$ cat config.mk
export PLATFORM = sky130hd
export DESIGN_NAME = shift_register
export DESIGN_NICKNAME = d
export VERILOG_FILES = /design/src/rtl/shift_register_pkg.sv /design/src/rtl/shift_register_cell.sv /design/src/rtl/shift_register.sv
export SDC_FILE = /design/constraint.sdc
export NUM_CORES = 1
export LEC_CHECK = 0
export ABC_AREA = 1
export CORE_AREA = 2 2 39 41
export DETAILED_ROUTE_END_ITERATION = 16
export DIE_AREA = 0 0 41 43
export HOLD_SLACK_MARGIN = 0.1
export REMOVE_ABC_BUFFERS = 1
export SLEW_MARGIN = 30
export SYNTH_ARGS = -nofsm -noshare
export SYNTH_HDL_FRONTEND = slang
export SYNTH_SLANG_ARGS = --single-unit
$ cat constraint.sdc
create_clock -name clk -period 0.8 [get_ports clk]
set_input_delay 0.16 -clock clk [delete_from_list [all_inputs] [get_ports clk]]
set_output_delay 0.16 -clock clk [all_outputs]
set_load 0.01 [all_outputs]
$ cat src/rtl/shift_register_pkg.sv
// Mode encoding shared by the universal shift register and its bit cell.
// Every 2-bit code is a legal operation, so no illegal-code handling exists.
package shift_register_pkg;

    localparam logic [1:0] MODE_LOAD = 2'b00;
    localparam logic [1:0] MODE_SHR  = 2'b01;
    localparam logic [1:0] MODE_SHL  = 2'b10;
    localparam logic [1:0] MODE_HOLD = 2'b11;

    typedef enum logic [1:0] {
        M_LOAD = MODE_LOAD,
        M_SHR  = MODE_SHR,
        M_SHL  = MODE_SHL,
        M_HOLD = MODE_HOLD
    } mode_t;

    // Next value of one bit given its four candidate sources.
    function automatic logic cell_next(
        input logic [1:0] mode,
        input logic       load_d,
        input logic       right_d,
        input logic       left_d,
        input logic       hold_d
    );
        logic nxt;
        nxt = hold_d;
        case (mode)
            MODE_LOAD: nxt = load_d;
            MODE_SHR:  nxt = right_d;
            MODE_SHL:  nxt = left_d;
            MODE_HOLD: nxt = hold_d;
            default:   nxt = hold_d;
        endcase
        return nxt;
    endfunction

endpackage

$ cat src/rtl/shift_register_cell.sv
// One register bit: 4:1 source mux feeding a flop with synchronous active-low clear.
// right_d is the upper neighbour (or SIL), left_d the lower neighbour (or SIR).
module shift_register_cell
    import shift_register_pkg::*;
(
    input  logic       clk,
    input  logic       clear,
    input  logic [1:0] s,
    input  logic       load_d,
    input  logic       right_d,
    input  logic       left_d,
    output logic       q
);

    always_ff @(posedge clk) begin
        if (!clear) begin
            q <= 1'b0;
        end else begin
            q <= cell_next(s, load_d, right_d, left_d, q);
        end
    end

endmodule

$ cat src/rtl/shift_register.sv
// 74194-style universal shift register: parallel load, shift right/left with
// serial fill, or hold. A comes straight from the cell flops.
module shift_register
    import shift_register_pkg::*;
#(
    parameter int WIDTH = 4
) (
    input  logic             clk,
    input  logic             clear,
    input  logic [WIDTH-1:0] I,
    input  logic [1:0]       s,
    input  logic             SIL,
    input  logic             SIR,
    output logic [WIDTH-1:0] A
);

    // Serial inputs sit at the open ends of the neighbour chain.
    logic [WIDTH-1:0] right_src;
    logic [WIDTH-1:0] left_src;

    assign right_src = {SIL, A[WIDTH-1:1]};
    assign left_src  = {A[WIDTH-2:0], SIR};

    for (genvar k = 0; k < WIDTH; k++) begin : g_cell
        shift_register_cell u_cell (
            .clk     (clk),
            .clear   (clear),
            .s       (s),
            .load_d  (I[k]),
            .right_d (right_src[k]),
            .left_d  (left_src[k]),
            .q       (A[k])
        );
    end

endmodule

Word-level counts from Yosys, hierarchy flattened
Cells that the tools add are included.
- flip-flop bits (word level): 4
- output and inout bits: 4
- equality and inequality tests: 3
- mux-type cells: 4
- reduce and logical (&&, ||, !) cells: 1
- operator list (operator ; count):
    $pmux W1 S3 ; 4
    $eq A2 B2 Y1 const B ; 2
    $eq A2 B1 Y1 const B ; 1
    $logic_not A2 Y1 ; 1

Depth between registers and ports, before layout
Gate-level depths: netlist of run 1.
- depth after elaboration: 2
- mapped depth: 6

Hierarchy
From an unflattened synthesis of run 1, not the netlist that was laid out.
- cells, all modules: 60
- area total of the unflattened synthesis: 410.4 sq um
- by module, submodules not included (module ; times used ; cells an instance ; area each (sq um) ; sequential area each (sq um)):
    shift_register_cell ; 4 ; 15 ; 102.6 ; 20.0

Worst setup path after synthesis of run 1
OpenSTA, ideal clock, no wires.
- path kind: input-to-reg
- start point: input s[0]
- end point: register g_cell[3].u_cell.q
- data arrival time: 0.732 ns
- data required time: 0.682 ns
- setup slack: -0.050 ns
- stages: 4
- buffers on the path: 0
- cells stage by stage: inv_1 -> ha_1 -> a21oi_1 -> a21oi_1
- word-level cells in the longest chain between the ends: 2
- elaborated cells on any way between the ends: 5
- classes of those cells: 3 x eq/ne; 1 x mux; 1 x reduce/logical
- RTL lines (what ; RTL line ; source):
    start, declared ; shift_register.sv:11 ; input logic [1:0] s,
    $eq A2 B2 Y1 (tied with other cells) ; shift_register_pkg.sv:27 ; case (mode)
    $pmux W1 S3 ; shift_register_pkg.sv:27 ;
    end signal, assigned ; shift_register_cell.sv:19 ; q <= cell_next(s, load_d, right_d, left_d, q);
    end, declared ; shift_register_cell.sv:12 ; output logic q
Several ways; a longest one is shown, not always the timed one.
A chain may end at the register's enable or synchronous reset.

Worst setup path in the final report of run 1
- start point: register g_cell[0].u_cell.q
- end point: output A[0]
- RTL lines (what ; RTL line ; source):
    start, declared ; shift_register_cell.sv:12 ;
    start signal, assigned ; shift_register_cell.sv:19 ;
    end, declared ; shift_register.sv:14 ; output logic [WIDTH-1:0] A
No word-level cell between the ends.

==> results of run 1 <==
-- layer usage --
metal  vias to the layer above  track usage (%)
met3                         0             4.71
met2                         9             15.9
li1                        171                -
met1                       153             11.3
met5                         -                0
met4                         0             2.00
-- power by group through the flow --
stage,logic (mW),registers [mW],clock network (mW)
global placement,0.199,0.228,0
floorplan,0.0659,0.241,0
finish,0.248,0.234,0.246
global route,0.270,0.236,0.275
detailed placement,0.201,0.229,0
CTS,0.226,0.233,0.256
-- logic make-up (layout without fill, tap and decap cells) --
logic type	after synthesis	count (layout)	share of synthesized area, %
buffers and inverters	8	25	15.9
flip-flops	4	4	28.3
adder cells (fa/ha/maj)	3	3	13.3
AND/OR/NAND/NOR	16	16	21.2
AO/OA/AOI/OAI	12	12	21.2
-- tightest hold or removal path, stage by stage --
cell and delay, ns:
buf_2 0.15, ha_4 0.18, a21oi_1 0.05, a21oi_2 0.10
-- layout make-up --
class	instances	area, um2	share of cell area (%)
inverters	4	15.0	2.82
repair buffers	18	174	32.6
well taps	16	20.0	3.76
multi-input cells	31	216	40.6
flip-flops and latches	4	85.1	16.0
clock buffers	3	22.5	4.23
-- layout by cell type, fill, tap and decap left out, drive strengths merged --
cell	instances
a21oi	8
buf	10
clkbuf	4
clkdlybuf4s50	7
dfxtp	4
ha	3
inv	4
nand2	16
o21ai	4
-- timing repair --
item,in CTS,in global routing
resized for setup,36,11
pin swaps,2,4
setup endpoints to repair,8,7
buffers inserted,0,0
-- stage by stage --
step / total power, mW / util, %
2_1_floorplan: 0.307 / -
3_3_place_gp: 0.428 / 31.8
3_5_place_dp: 0.430 / 31.8
4_1_cts: 0.714 / 37.3
5_1_grt: 0.782 / 38.5
6_report: 0.728 / 38.5
-- worst max path at each step --
stage / endpoint / startpoint / slack [ns]
2_1_floorplan: g_cell[3].u_cell.q$_SDFFE_PN0P_ / s[0] / -0.05
3_3_place_gp: g_cell[3].u_cell.q$_SDFFE_PN0P_ / s[0] / -0.60
3_5_place_dp: g_cell[2].u_cell.q$_SDFFE_PN0P_ / s[0] / -0.61
4_1_cts: A[0] / g_cell[0].u_cell.q$_SDFFE_PN0P_ / -0.03
5_1_grt: A[1] / g_cell[1].u_cell.q$_SDFFE_PN0P_ / -0.06
6_report: A[0] / g_cell[0].u_cell.q$_SDFFE_PN0P_ / -0.03
==> impl_metrics.ini, run 1 <==
[synth]
syn_inst = 43
async_flop_share_pct = 0
synth.ff_latch_count = 4
netlist.area_leader.share_pct = 28.3
synth_area_um2 = 283
yosysWarnings = 0
yosysSeqAreaShare_pct = 28.3
syn_avg_cell_area_um2 = 6.58
synth.top_cells.by_count = nand2_1 (16), a21oi_1 (8), buf_4 (4), dfxtp_1 (4), o21ai_1 (4)
synth.distinct_cells = 8
synth-edff-count = 0
yosysMostFrequentCell = nand2_1
synthFlopType = dfxtp_1
yosys.area.top_type = dfxtp_1
synthTopCellsByArea = dfxtp_1 (28%), nand2_1 (21%), a21oi_1 (14%)

[timing]
period_share_pct = 103
setup_ws_ns = -0.0274
finalSetupTns_ns = -0.0863
rsz0062_at_grt = true
fin_skew_ns = 0.00273
fin_crit_ns = 0.827
hold_viol = 0
worst_pin_slew_ns = 0.158
setup_viol_count_final = 4
finalMaxSlewViolations = 0
max_freq_mhz = 1210
relSlewSlack_pct = 89.4
fin_hold_ws_ns = 0.448

[global_route]
grt_pass1_wl_um = 1180
grt_overflow = 0
grt_max_degree = 6
grt_pass1_vias = 300
antenna_found_initial = 0
grt_use_total_pct = 9.84

[clock_network]
clk_latency_ns = 0.23
clk_path_buf_depth = 2
ctsHoldBuffers = 0
cts_tree = done
clk_pin_slew_worst_paths_ns = 0.04
numClockSinks = 4
cts-root-buf = clkbuf_4
cts_inserted_buffers = 3
htreeDepth = 1

[power]
power_density_nw_per_um2 = 1370
p_leak_nw = 0.230
switching_power_mw = 0.197
pwr-share-comb_pct = 34.1
pwr-share-clk_pct = 33.7
cell_internal_pwr_mw = 0.531
ir_drop_mv = 0.859
seqPwrFrac_pct = 32.2
p_sw_share_pct = 27.1

[route]
drt_iter0_drc = 5
drtPass1Iterations = 4
wl_met3_um = 36
maxUsedRoutingLayer = met3
wl_met1_um = 314
wl_met2_um = 418
routedWlPerCell_um = 10.1
vias = 333
wl_um = 769
drtAntennaViolNets = 0
vias_per_cell = 4.38
drc_errors = 0

[die]
initial_core_util_pct = 20.4
die_w_um = 41
coreArea_um2 = 1380
die-area_um2 = 1760
row_count = 14
die_h_um = 43
io-pin-count = 14

[finish]
instances_no_fill = 76
finish.instance_area_um2 = 533
fillers = 158
drive_gt1_share_pct = 51.7
fin_nets = 75
num_antenna_cells = 0
largest_register_ffs = 4
top_regs = g_cell.u_cell.q: 4 flops
area_delta_synth_final_pct = 88.5
top_register = g_cell.u_cell.q

[placement]
place_ws_ns = -0.614
dpl-instance-area_um2 = 440
gp_routability_congestion = 0.833
port_buffers = 13
dp.cells = 73
hpwl_um = 548

[critical_path]
critical-path-top-delay-family = flip-flops
reg2reg_depth = 5
cp.required_ns = 0.64
worstReg2RegStart = g_cell[1].u_cell.q$_SDFFE_PN0P_
path_depth = 1
rr_endpoint = g_cell[0].u_cell.q$_SDFFE_PN0P_
worstPathBufferInverterCount = 1
cpMaxStageDelayCell = dfxtp_2
startpoint_type = register
worstPathCellList = buf_6
critPathArrivalTime_ns = 0.67
critPathKind = reg2out
cp_max_fo = 2
ff2ff_setup_slack_ns = 0.03
max_stage_delay_ns = 0.32
endpoint_kind = primary output

[status]
violations = negative setup slack
status = finished with violations

[hold_path]
hp-class = in2reg
hold_depth = 4
holdPathEnd = g_cell[0].u_cell.q$_SDFFE_PN0P_
hold_path.startpoint = s[1]

[flow_run]
cap_violations = 0
Note: power is estimated with default switching activity, not from simulation.
==> run 2: changes to the inputs <==
- SETUP_SLACK_MARGIN: default -> 0.1
==> results of run 2 <==
Same layout as run 1: the final DEF is identical, and so are final timing and power.
